<file path="src/rtl/register_write_arbiter.sv">
// Round-robin write arbiter for one shared holding register: picks a requester,
// replays its data through a LOAD/ACK sequence, and services clear requests.
module register_write_arbiter #(
    parameter int WIDTH     = 8,
    parameter int N_REQ     = 4,
    parameter int CNT_WIDTH = 16,
    localparam int OW       = $clog2(N_REQ)
) (
    input  logic                   clk,
    input  logic                   rst,
    input  logic [N_REQ-1:0]       req,
    input  logic [N_REQ*WIDTH-1:0] req_data,
    input  logic                   clr,
    output logic [N_REQ-1:0]       ack,
    output logic                   reg_load,
    output logic [WIDTH-1:0]       reg_data,
    output logic                   reg_clear,
    output logic                   busy,
    output logic [OW-1:0]          owner,
    output logic [CNT_WIDTH-1:0]   wr_count,
    output logic [1:0]             dbg_state
);

    typedef enum logic [1:0] {
        IDLE  = 2'd0,
        LOAD  = 2'd1,
        ACK   = 2'd2,
        CLEAR = 2'd3
    } state_t;

    state_t               state_q, state_d;
    logic [OW-1:0]        rr_q, rr_d;
    logic [OW-1:0]        owner_q, owner_d;
    logic [WIDTH-1:0]     data_q, data_d;
    logic [CNT_WIDTH-1:0] cnt_q, cnt_d;
    logic [N_REQ-1:0]     ack_q, ack_d;
    logic                 load_q, clear_q, busy_q;

    logic [WIDTH-1:0]     req_word [N_REQ];
    logic                 found;
    logic [OW-1:0]        win;
    logic [OW-1:0]        cand;
    int                   scan_idx;

    always_comb begin
        for (int i = 0; i < N_REQ; i++) begin
            req_word[i] = req_data[i*WIDTH +: WIDTH];
        end
    end

    // Rotating priority scan: first set request at or after rr_q, wrapping.
    always_comb begin
        found    = 1'b0;
        win      = '0;
        cand     = '0;
        scan_idx = 0;
        for (int i = 0; i < N_REQ; i++) begin
            scan_idx = (int'(rr_q) + i) % N_REQ;
            cand     = OW'(scan_idx);
            if (!found && req[cand]) begin
                found = 1'b1;
                win   = cand;
            end
        end
    end

    always_comb begin
        state_d = state_q;
        rr_d    = rr_q;
        owner_d = owner_q;
        data_d  = data_q;
        cnt_d   = cnt_q;
        ack_d   = '0;
        case (state_q)
            IDLE: begin
                if (clr) begin
                    state_d = CLEAR;
                end else if (found) begin
                    data_d  = req_word[win];
                    owner_d = win;
                    state_d = LOAD;
                end
            end
            LOAD:  state_d = ACK;
            ACK: begin
                rr_d    = (int'(owner_q) == N_REQ - 1) ? '0 : owner_q + OW'(1);
                cnt_d   = cnt_q + CNT_WIDTH'(1);
                state_d = IDLE;
            end
            CLEAR: state_d = IDLE;
            default: state_d = IDLE;
        endcase
        // Outputs are decoded from the next state so they are flopped yet line up with it.
        if (state_d == ACK) begin
            ack_d[owner_q] = 1'b1;
        end
    end

    always_ff @(posedge clk or negedge rst) begin
        if (!rst) begin
            state_q <= IDLE;
            rr_q    <= '0;
            owner_q <= '0;
            data_q  <= '0;
            cnt_q   <= '0;
            ack_q   <= '0;
            load_q  <= 1'b0;
            clear_q <= 1'b0;
            busy_q  <= 1'b0;
        end else begin
            state_q <= state_d;
            rr_q    <= rr_d;
            owner_q <= owner_d;
            data_q  <= data_d;
            cnt_q   <= cnt_d;
            ack_q   <= ack_d;
            load_q  <= (state_d == LOAD);
            clear_q <= (state_d == CLEAR);
            busy_q  <= (state_d != IDLE);
        end
    end

    assign ack       = ack_q;
    assign reg_load  = load_q;
    assign reg_data  = data_q;
    assign reg_clear = clear_q;
    assign busy      = busy_q;
    assign owner     = owner_q;
    assign wr_count  = cnt_q;
    assign dbg_state = state_q;

endmodule

</file>
<file path="config.mk">
export PLATFORM = sky130hd
export DESIGN_NAME = register_write_arbiter
export DESIGN_NICKNAME = d
export VERILOG_FILES = /design/src/rtl/register_write_arbiter.sv
export SDC_FILE = /design/constraint.sdc
export NUM_CORES = 1
export LEC_CHECK = 0
export BUFFER_PORTS_ARGS = -buffer_cell sky130_fd_sc_hd__buf_4
export CORE_ASPECT_RATIO = 2
export CORE_MARGIN = 2
export CORE_UTILIZATION = 47
export DETAILED_ROUTE_END_ITERATION = 10
export HOLD_SLACK_MARGIN = 0.1
export PLACE_DENSITY = 0.88
export SYNTH_ARGS = -nofsm -noshare
export SYNTH_HDL_FRONTEND = slang
export SYNTH_SLANG_ARGS = --single-unit
</file>
<file path="constraint.sdc">
create_clock -name clk -period 2.4 [get_ports clk]
set_input_delay 0.24 -clock clk [delete_from_list [all_inputs] [get_ports clk]]
set_output_delay 0.24 -clock clk [all_outputs]
set_load 0.02 [all_outputs]
</file>
==> results.md, run 1 <==
- After clock tree synthesis, the clock-pin slew on the worst setup and hold paths is 70 ps.
- The number of top-level design ports is 74.
- Using the TritonRoute via totals, the vias-per-cell ratio works out to slightly above 5.
- Summed over all nets, the half-perimeter wirelength after detailed placement is around 3200 um.
- The via count of the first global-routing pass is 1,674.
- The slack of the worst reg-to-reg path is approximately 400 ps.
- The detailed router placed ~1,500 vias in this run.
- The total length of routed wires is ~4000 um.
- The maximum root-to-sink buffer count is 2.
- The overall global routing resource usage is 0.212.
- The pre-antenna-repair detailed-routing pass consisted of 4 iterations.
- The area of the die is approximately 0.0043 mm2.
- The top cell types in the final layout, fill and taps aside, are sky130_fd_sc_hd__buf_4, sky130_fd_sc_hd__dfrtp_1, sky130_fd_sc_hd__nand2_1, sky130_fd_sc_hd__mux2i_1, sky130_fd_sc_hd__nor2_1.
- The data arrival time of the critical path is between 2000 and 2500 ps.
- Summed over all failing endpoints, the final setup total negative slack is 0 ps.
- The worst setup path category is reg2reg.
- The run finished with clean final reports.
- For the worst setup path, the data required time is around 2600 ps.
- The synthesized netlist contains 31 unique library cells.
- The type of the worst min-delay path is in2reg.
- After technology mapping, the gate count stands at 163.
- The kind of capture point of the worst setup path is a flop.
- The number of nets produced by synthesis is ~210.
- The initial cell density of the core is 0.488.
- The core outline area is around 0.0036 mm2.
- In the final layout, flip-flops and latches occupy about 900 um2.
- The post-route total power is around 2.6 mW.
- The areal power density over the cells is 1060 mW/mm2.
- Entering global routing, the biggest net connects 38 pins.
- The repair_antennas step left the layout with diodes totalling 0.
- Of the available clock period, the critical path in the final layout requires 0.835.
- Buffers added to address setup during post-CTS repair amount to 0.
- The clock sink count is 37.
- The number of fill cells is 292.
- The initial antenna violation count is 0.
- The max-capacitance violation count is 0.
- Summing all multi-input logic gate instances after layout gives about 790 um2.
- At the end of routability-driven placement, the weighted congestion stood at about 0.72.
- The leakage component of the power is 1.29 nW.
- Setup violations remaining at the end of the flow were counted as 0.
- The H-tree generated during clock tree synthesis spans 2 levels.
- The final layout contains 284 nets.
- The headroom to the max-slew limit is 0.289.
- The max-slew violation count is 0.
- The floorplan step set the die height to ~90 um.
- The total number of yosys warnings is 0.
- Once layout is done, the placed cells without fillers occupy 0.00247 mm2.
- Counting instances, the worst hold path has a depth of 3.
- The horizontal extent of the die is around 47 um.
- In this run the remaining antenna-violating nets after routing total 0.
- The clock root buffer is sky130_fd_sc_hd__clkbuf_8.
- The fmax is roughly 500 MHz.
- The first global-routing pass estimated just under 7000 um of wire.
- The sequential element share of the synthesized area is 0.526.
- The share of layout cells above drive strength 1 is 0.342.
- The library cell used most frequently in the layout, excluding fill and tap cells, is sky130_fd_sc_hd__buf_4.
- Across the routed clock network, the largest skew measured is just under 9 ps.
- The startpoint type of the worst setup path is a flop.
- For the worst flop-to-flop path, the logic depth is 4.
- The CTS tree is built.
- The share of flip-flops with an asynchronous set or reset after synthesis is 1.00.
- The number of enable flip-flop cells after synthesis is 0.
- During placement, the flow inserted port buffers numbering between 70 and 80.
- In this run, CTS created clock tree buffers numbering 5.
- The number of DRC violations after detailed-routing iteration 0 is 20.
- The overall overflow remaining after global route is 0.
- The clock reaches the later pin of the worst-skew pair after 290 ps.
- The most used flip-flop cell after synthesis is sky130_fd_sc_hd__dfrtp_1.
- The slew at the pin closest to its max-slew limit is between 1000 and 1500 ps.
- The post-synthesis instance area is around 0.0018 mm2.
- The largest vdd supply drop is ~700 uV.
- The maximum fanout along the worst path is 12.
- The average footprint of a synthesized cell is about 11 um2.
- Counting I/O delays and the setup requirement, the final critical path takes roughly 2000 ps.
- The count of unresolved DRC violations after routing is 0.
- In this run the core area contains 31 standard-cell rows.
- After detailed routing, the average wire length per cell comes to roughly 14 um.
- The relative area change from synthesis to final layout is 40.0%.
- The count of final hold-check violations is 0.
- The cell area after placement is between 0.002 and 0.0025 mm2.
- The synthesized design contains 37 register bits.
- Setup repair after global routing left no endpoint under its margin.
-- kinds of logic (layout without fill, tap and decap cells) --
| kind of cell | after synthesis | after routing | synth area share |
|---|---|---|---|
| compound gates | 19 | 19 | 0.0831 |
| xor+xnor | 15 | 15 | 0.0746 |
| fa+ha+maj | 5 | 5 | 0.0355 |
| buf+inv | 11 | 88 | 0.0256 |
| flops | 37 | 37 | 0.526 |
| mux | 17 | 17 | 0.0966 |
| simple gates | 59 | 59 | 0.159 |
-- per-stage QoR --
stage               cells  hold slack (ps)  setup slack (ps)  utilization
floorplan             163            -55.6               670            -
global placement      281              220               484        0.652
detailed placement    281              228               400        0.652
CTS                   289              219               397        0.684
global route          289              244               239        0.684
finish                289              218               395        0.684
-- where the power goes --
| group | internal (mW) | switching (mW) | total (mW) |
|---|---|---|---|
| registers | 0.816 | 0.184 | 1.00 |
| logic | 0.505 | 0.598 | 1.10 |
| clock network | 0.302 | 0.210 | 0.512 |
| total | 1.62 | 0.992 | 2.62 |
-- flip-flops by register name, indices dropped and copies added (netlist names) --
| name | flops |
|---|---|
| reg_data | 8 |
| reg_clear | 1 |
| wr_count | 16 |
| dbg_state | 2 |
| rr_q | 2 |
| busy | 1 |
| ack | 4 |
| reg_load | 1 |
| owner | 2 |
-- Yosys cell counts (2+ instances only) --
master / count / area [um2]
sky130_fd_sc_hd__and2_1: 4 / 25.0
sky130_fd_sc_hd__buf_2: 3 / 15.0
sky130_fd_sc_hd__dfrtp_1: 37 / 926
sky130_fd_sc_hd__ha_1: 5 / 62.6
sky130_fd_sc_hd__inv_1: 7 / 26.3
sky130_fd_sc_hd__mux2i_1: 17 / 170
sky130_fd_sc_hd__nand2_1: 23 / 86.3
sky130_fd_sc_hd__nand2b_1: 4 / 25.0
sky130_fd_sc_hd__nand3_1: 4 / 20.0
sky130_fd_sc_hd__nand4_1: 2 / 12.5
sky130_fd_sc_hd__nor2_1: 10 / 37.5
sky130_fd_sc_hd__nor3_1: 4 / 20.0
sky130_fd_sc_hd__nor3b_1: 2 / 15.0
sky130_fd_sc_hd__o21ai_0: 3 / 15.0
sky130_fd_sc_hd__o221ai_1: 8 / 70.1
sky130_fd_sc_hd__o31ai_1: 2 / 15.0
sky130_fd_sc_hd__xnor2_1: 8 / 70.1
sky130_fd_sc_hd__xor2_1: 7 / 61.3
-- routing by layer --
metal,GRT usage,part of all wire
met5,0,0
met4,0.0718,0.015
met3,0.0560,0.067
met2,0.410,0.60
met1,0.183,0.32
-- worst paths after layout --
check	to	from
max in group asynchronous	wr_count[8]	rst
worst max register to register	reg_data[5]	dbg_state[1]
min in group asynchronous	wr_count[13]	rst
worst max-delay path	reg_data[5]	dbg_state[1]
worst min-delay path	dbg_state[1]	clr
worst min register to register	wr_count[15]	wr_count[15]
-- critical path, cell delays in order (launching register included) --
cell and delay, ps:
sky130_fd_sc_hd__dfrtp_1 450, sky130_fd_sc_hd__a211o_1 320, sky130_fd_sc_hd__or2_1 360, sky130_fd_sc_hd__or3_1 560, sky130_fd_sc_hd__o221ai_1 220
-- layout make-up --
cell class / instances / area share
multi-input cells: 115 / 0.321
clock inverters: 2 / 0.0142
flip-flops and latches: 37 / 0.375
clock buffers: 5 / 0.0279
inverters: 7 / 0.0107
repair buffers: 74 / 0.226
well taps: 49 / 0.0249
-- repair_timing --
item,4_1_cts,5_1_grt
hold buffers,1,0
hold endpoints to repair,37,0
gates resized for setup,0,0
Note: power is estimated with default switching activity, not from simulation.
==> run 2: changes to the inputs <==
Clock period 2.4 ns to 1.95 ns, I/O delays scaled along.
==> results.md, run 2 (same netlist as run 1, synthesis figures left out) <==
- The flow ran to the end, and the final reports show no timing, DRC or antenna violations.
- The weighted congestion reported at the end of routability-driven placement is 0.828.
- The final non-filler cell total is between 200 and 300.
- The cell total after placement is about 290.
- Compared with the post-synthesis result, the final layout area differs by 41.6%.
- The area of the die is around 0.0043 mm2.
- Of the cells placed in the final design, the portion with a size suffix greater than 1 is 0.354.
- The maximum root-to-sink buffer count is 2.
- The commonest non-fill, non-tap cell in the layout is sky130_fd_sc_hd__buf_4.
- In this run the worst path has a maximum fanout of 9.
- Following the worst setup path forward leads to its endpoint at reg_data[2].
- The final worst-path cycle share is 0.917.
- After the first detailed-routing iteration, the DRC count stood at 8.
- Entering global routing, the biggest net connects 38 pins.
- The tree built by TritonCTS fans out to 37 sinks.
- The delay of the slowest cell on the worst path is ~520 ps.
- In the routed design, unresolved DRC markers number 0.
- In this run the worst hold path is classified as in2reg.
- The data arrival time of the critical path is about 2000 ps.
- The logic depth of the worst path, buffers included is 4.
- The startpoint type of the worst setup path is a flop.
- The max-slew violation count is 0.
- In the layout the commonest cells are sky130_fd_sc_hd__buf_4, sky130_fd_sc_hd__dfrtp_1, sky130_fd_sc_hd__nand2_1, sky130_fd_sc_hd__mux2i_1, sky130_fd_sc_hd__nor2_1.
- The total overflow left after global routing is 0.
- Tracing the worst setup path back leads to its startpoint at dbg_state[0].
- The worst setup path is captured at a flop.
- The initial cell density of the core is 0.488.
- The via count of the first global-routing pass is between 1,500 and 2,000.
- The number of cells on the worst reg-to-reg path is 4.
- Wires add up to roughly 4000 um.
- Prior to clock tree synthesis, the placed netlist has a worst setup slack of 176 ps.
- At the pin with the least slew margin, the transition time is between 600 and 700 ps.
- Setup violations remaining at the end of the flow were counted as 0.
- The floorplan has 31 rows.
- The port buffer count is 73.
- VDD sags by at most about 790 uV.
- In this run the number of H-tree levels came out at 2.
- The final period demand of the worst path is about 1800 ps.
- Measured along the x axis, the die boundary spans ~47 um.
- The final setup slack of the worst path is 161 ps.
- At the later pin of the worst-skew pair, clock insertion delay measures roughly 280 ps.
- The initial antenna violation count is 0.
- The critical path goes through a211o_1, or2_1, or3_1, o221ai_1.
- In this run the count of I/O pins placed on the die edge is between 70 and 80.
- The estimated wirelength of the detail-placed design is 3250 um.
- The finished cells cover around 0.0025 mm2.
- The fmax is around 560 MHz.
- The launch point of the worst reg-to-reg path is dbg_state[0].
- The setup TNS after final layout is 0 ps.
- The analysis attributes to cell leakage a power of around 1.3 nW.
- The wire length of the first global-routing pass is 6480 um.
- The post-route total power is approximately 3.2 mW.
- Between clock sinks in the finished design, the worst skew comes to about 6.6 ps.
- The required time of the critical path is 2140 ps.
- The number of flip-flops in the largest register is 16.
- The chip height is a little over 90 um.
- The overall global routing resource usage is 0.207.
- After detailed routing, the average wire length per cell comes to ~13 um.
- The kind of cell with the highest combined delay along the critical path is simple AND/OR/NAND/NOR gates.
- The cell area after placement is approximately 0.0024 mm2.
- The critical path contains buffers and inverters numbering 0 combined.
- The final route contains ~1,500 vias.
- Post-CTS repair changed the size of 0 cells.
- The number of nets in the layout is between 200 and 300.
- The first TritonRoute pass finished after 4 iterations.
- Across the run, the number of max-cap violations was 0.
- In this run the register-to-register setup slack is around 160 ps.
- The detail route stage leaves a number of antenna-violating nets equal to 0.
- The headroom to the max-slew limit is 0.581.
- The cell with the largest stage delay on the worst path is sky130_fd_sc_hd__or3_1.
- Setup repair after global routing left no endpoint under its margin.
- For this run, the share of the core covered by cells in the final layout is 0.692.
- The number of buffers created by CTS is 5.
- CTS placed an instance of sky130_fd_sc_hd__clkbuf_8 at the clock tree root.
- The worst reg2reg path endpoint is reg_data[2].
- The core outline area is approximately 0.0036 mm2.
- The areal power density over the cells is 1270 mW/mm2.
- The worst setup path category is reg2reg.
- The count of final hold-check violations is 0.
- Clock-pin slew was measured on the worst setup and hold paths at 70 ps.
- Counting the fill cells in the layout gives ~290.
- The number of antenna cells inserted is 0.
- Using the TritonRoute via totals, the vias-per-cell ratio works out to 5.08.
- The worst hold margin is around 180 ps.
- TritonCTS built the clock tree.
[run 2: worst min-delay path by stage]
stage,cells after the start,endpoint,start,slack (ps)
6_report,3,dbg_state[1],clr,180
3_3_place_gp,1,wr_count[14],rst,180
4_1_cts,3,dbg_state[1],clr,170
5_1_grt,3,dbg_state[1],clr,190
3_5_place_dp,1,wr_count[15],rst,180
2_1_floorplan,0,ack[0],rst,-100
[run 2: final cells by class]
| type | count | area [um2] | share of cell area |
|---|---|---|---|
| Clock buffer | 6 | 72.6 | 0.0291 |
| Clock inverter | 2 | 10.0 | 0.00401 |
| Inverter | 7 | 26.3 | 0.0105 |
| Multi-Input combinational cell | 115 | 791 | 0.317 |
| Sequential cell | 37 | 926 | 0.371 |
| Tap cell | 49 | 61.3 | 0.0246 |
| Timing Repair Buffer | 79 | 608 | 0.244 |
[run 2: power breakdown]
| group | total [mW] | internal, mW | switching [mW] | leakage, nW |
|---|---|---|---|---|
| clock network | 0.501 | 0.247 | 0.253 | 0.0450 |
| registers | 1.21 | 1.00 | 0.210 | 0.481 |
| logic | 1.44 | 0.686 | 0.757 | 0.780 |
[run 2: per-layer routing]
layer	share of wire	GRT usage	vias up
met1	0.32	0.185	688
met3	0.066	0.0600	11
li1	-	-	722
met4	0.029	0.0880	0
met2	0.58	0.381	79
met5	0	0	-
[run 2: worst min-delay path, stage by stage]
cell and delay [ps]:
sky130_fd_sc_hd__buf_4 90, sky130_fd_sc_hd__nor2_1 50, sky130_fd_sc_hd__nor2_1 80
[run 2: what timing repair did]
item,CTS,global route
hold endpoints to repair,37,0
hold buffers,1,0
buffers inserted,0,0
==> run 3: changes to the inputs <==
Settings changed: GPL_TIMING_DRIVEN set to 0.
==> results.md, run 3 (same netlist as run 1, synthesis figures left out) <==
- The flow ran to the end, and the final reports show no timing, DRC or antenna violations.
- Summing all placed instances gives a cell area of between 0.002 and 0.0025 mm2.
- The share of total power dissipated in the clock network is 0.204.
- The initial utilization of the core area, before any placement, comes to 0.488.
- Routability-driven placement finished with a final weighted congestion of roughly 0.82.
- Clock skew on the completed layout was measured at 10.1 ps.
- The count of final hold-check violations was 0.
- The internal power component is 2.02 mW.
- The first global-routing pass estimated between 6000 and 7000 um of wire.
- The max-slew violation count came to 0.
- The chip height is 90.6 um.
- The worst hold path begins at clr.
- Leaving out fill and tap cells, the most frequent cell in the layout is sky130_fd_sc_hd__buf_4.
- The first-pass iteration count of the detailed router is 4.
- The ratio of routed vias to standard cells is just over 5.
- The setup path with the least slack is of type reg2reg.
- The number of DRC violations after detailed-routing iteration 0 is 26.
- The floorplan has 31 rows.
- The overall overflow remaining after global route is 0.
- For this block, the routed nets add up to approximately 4000 um of wire.
- Of the total power, the share spent switching nets is 0.384.
- Setup violations remaining at the end of the flow were counted as 0.
- The kind of capture point of the worst setup path is a flop.
- The type of the worst min-delay path is in2reg.
- Across the VDD grid, the largest voltage drop is approximately 1000 uV.
- Setup repair after global routing left no endpoint under its margin.
- The launch point of the worst reg-to-reg path is rr_q[1].
- The fmax is about 540 MHz.
- The part of the total power dissipated in combinational logic is 0.420.
- The antenna violation net count after detailed routing is 0.
- The CTS tree is built.
- Of the total power, registers draw 0.376.
- In the finished design, the share of the clock period the worst path needs comes to 0.953.
- The estimated wirelength of the detail-placed design is 3140 um.
- The worst pin sits at a relative slew slack of 0.553.
- The slew at the pin closest to its max-slew limit is 667 ps.
- The number of antenna cells inserted is 0.
- The top cell types in the final layout, fill and taps aside, are sky130_fd_sc_hd__buf_4, sky130_fd_sc_hd__dfrtp_1, sky130_fd_sc_hd__nand2_1, sky130_fd_sc_hd__mux2i_1, sky130_fd_sc_hd__nor2_1.
- The net load switching power is 1.26 mW.
- The die covers about 0.0043 mm2.
- The worst hold path depth is 3.
- After the last flow step, the layout net total stands at ~290.
- The overall global routing resource usage is 0.212.
- The startpoint type of the worst setup path is a flop.
- The post-CTS setup buffer count is 0.
- The areal power density over the cells is 1310 mW/mm2.
- Of the cells placed in the final design, the portion with a size suffix greater than 1 is 0.355.
- The tool flagged a number of max-cap violations equal to 0.
- The via count of the first global-routing pass is between 1,500 and 2,000.
- The maximum fanout along the worst path is 10.
- The final instance area is 0.00250 mm2.
- The insertion delay to the later sink of the worst-skew pair is between 200 and 300 ps.
- The analysis attributes to cell leakage a power of about 1.3 nW.
- The final period demand of the worst path is between 1500 and 2000 ps.
- The routed length per instance is 13.7 um.
- The number of cells traversed by the worst register-to-register path is 6.
- The port buffer count is 73.
- Data arrives at the worst endpoint at ~2000 ps.
- The worst reg2reg path endpoint is reg_data[0].
- The number of buffers created by CTS is 5.
- Counting along the longest clock path gives a buffer depth of 2.
- From left edge to right edge, the die measures 47.3 um.
- The register with the most flip-flops in the layout has 16 of them.
- The required time of the critical path is 2090 ps.
- In the routed design, unresolved DRC markers number 0.
- The initial antenna violation count was 0.
- After floorplanning, the core was sized to cover between 0.003 and 0.004 mm2.
- The H-tree depth is 2.
- The relative area change from synthesis to final layout is 42.1%.
- The root buffer cell chosen for the clock tree is sky130_fd_sc_hd__clkbuf_8.
- The hold-critical path endpoint is dbg_state[1].
- The largest net degree at the start of global routing is 38.
- The detailed router placed 1,496 vias in this run.
- The slack of the worst reg-to-reg path is slightly above 90 ps.
- 74 I/O pins were placed.
- The register clock-pin slew on the reported worst setup and hold paths is 80 ps.
- In the final timing run, aggregate negative setup slack is 0 ps.
- For this design, the sink count on the clock tree is 37.
-- run 3: cell types whose count changed in the layout (fill, tap and decap cells not counted), sizes merged --
cell / change
clkinv: -1
clkinvlp: +1
bufinv: +1
buf: -2
-- run 3: worst max-delay path by stage --
stage,start,endpoint,slack [ps],cells after the start
after detailed placement,rr_q[1],reg_data[0],20,6
after CTS,rr_q[1],reg_data[0],100,6
after global placement,rr_q[1],reg_data[4],80,6
after floorplan,dbg_state[1],reg_data[0],220,5
after global routing,rr_q[1],reg_data[0],0.2,6
final,rr_q[1],reg_data[0],90,6
-- run 3: layer usage --
layer	vias to the layer above	track usage	share of wire	routed length (um)
met5	-	0	0	0
met4	0	0.0856	0.025	102
met2	71	0.390	0.57	2290
met3	8	0.0440	0.060	241
li1	720	-	-	-
met1	697	0.203	0.34	1390
-- run 3: power by group through the flow --
stage | combinational (mW) | clock (mW) | sequential, mW
6_report | 1.38 | 0.669 | 1.23
5_1_grt | 1.51 | 0.725 | 1.27
4_1_cts | 1.40 | 0.681 | 1.24
3_5_place_dp | 1.38 | 0 | 1.25
3_3_place_gp | 1.34 | 0 | 1.24
2_1_floorplan | 0.573 | 0 | 1.46
-- run 3: layout make-up --
class	instances	area, um2
inverter	7	26.3
multi-input combinational	115	796
sequential	37	926
clock inverter	3	46.3
tap	49	61.3
fill	299	1100
clock buffer	5	68.8
buffer	4	21.3
timing repair buffer	74	558
-- run 3: worst max-delay path, stage by stage, from the launching register on --
cell and delay, ps:
sky130_fd_sc_hd__dfrtp_1 450, sky130_fd_sc_hd__nand2b_1 190, sky130_fd_sc_hd__a21o_1 190, sky130_fd_sc_hd__o211ai_2 190
sky130_fd_sc_hd__buf_4 320, sky130_fd_sc_hd__mux2i_1 230, sky130_fd_sc_hd__o221ai_1 140
-- run 3: timing repair --
item	4_1_cts	5_1_grt
gates cloned	0	0
hold endpoints to repair	37	0
hold buffers	1	0
gates resized for setup	1	1
setup endpoints to repair	1	1
-- run 3: metrics by stage --
step	instances	hold WS (ps)	setup slack [ps]	total power [mW]	utilization
finish	294	169	91.8	3.28	0.694
global placement	285	177	78.3	2.58	0.657
floorplan	163	-101	220	2.04	-
global route	294	185	0.228	3.51	0.694
CTS	294	165	97.0	3.32	0.693
detailed placement	285	181	15.8	2.62	0.657
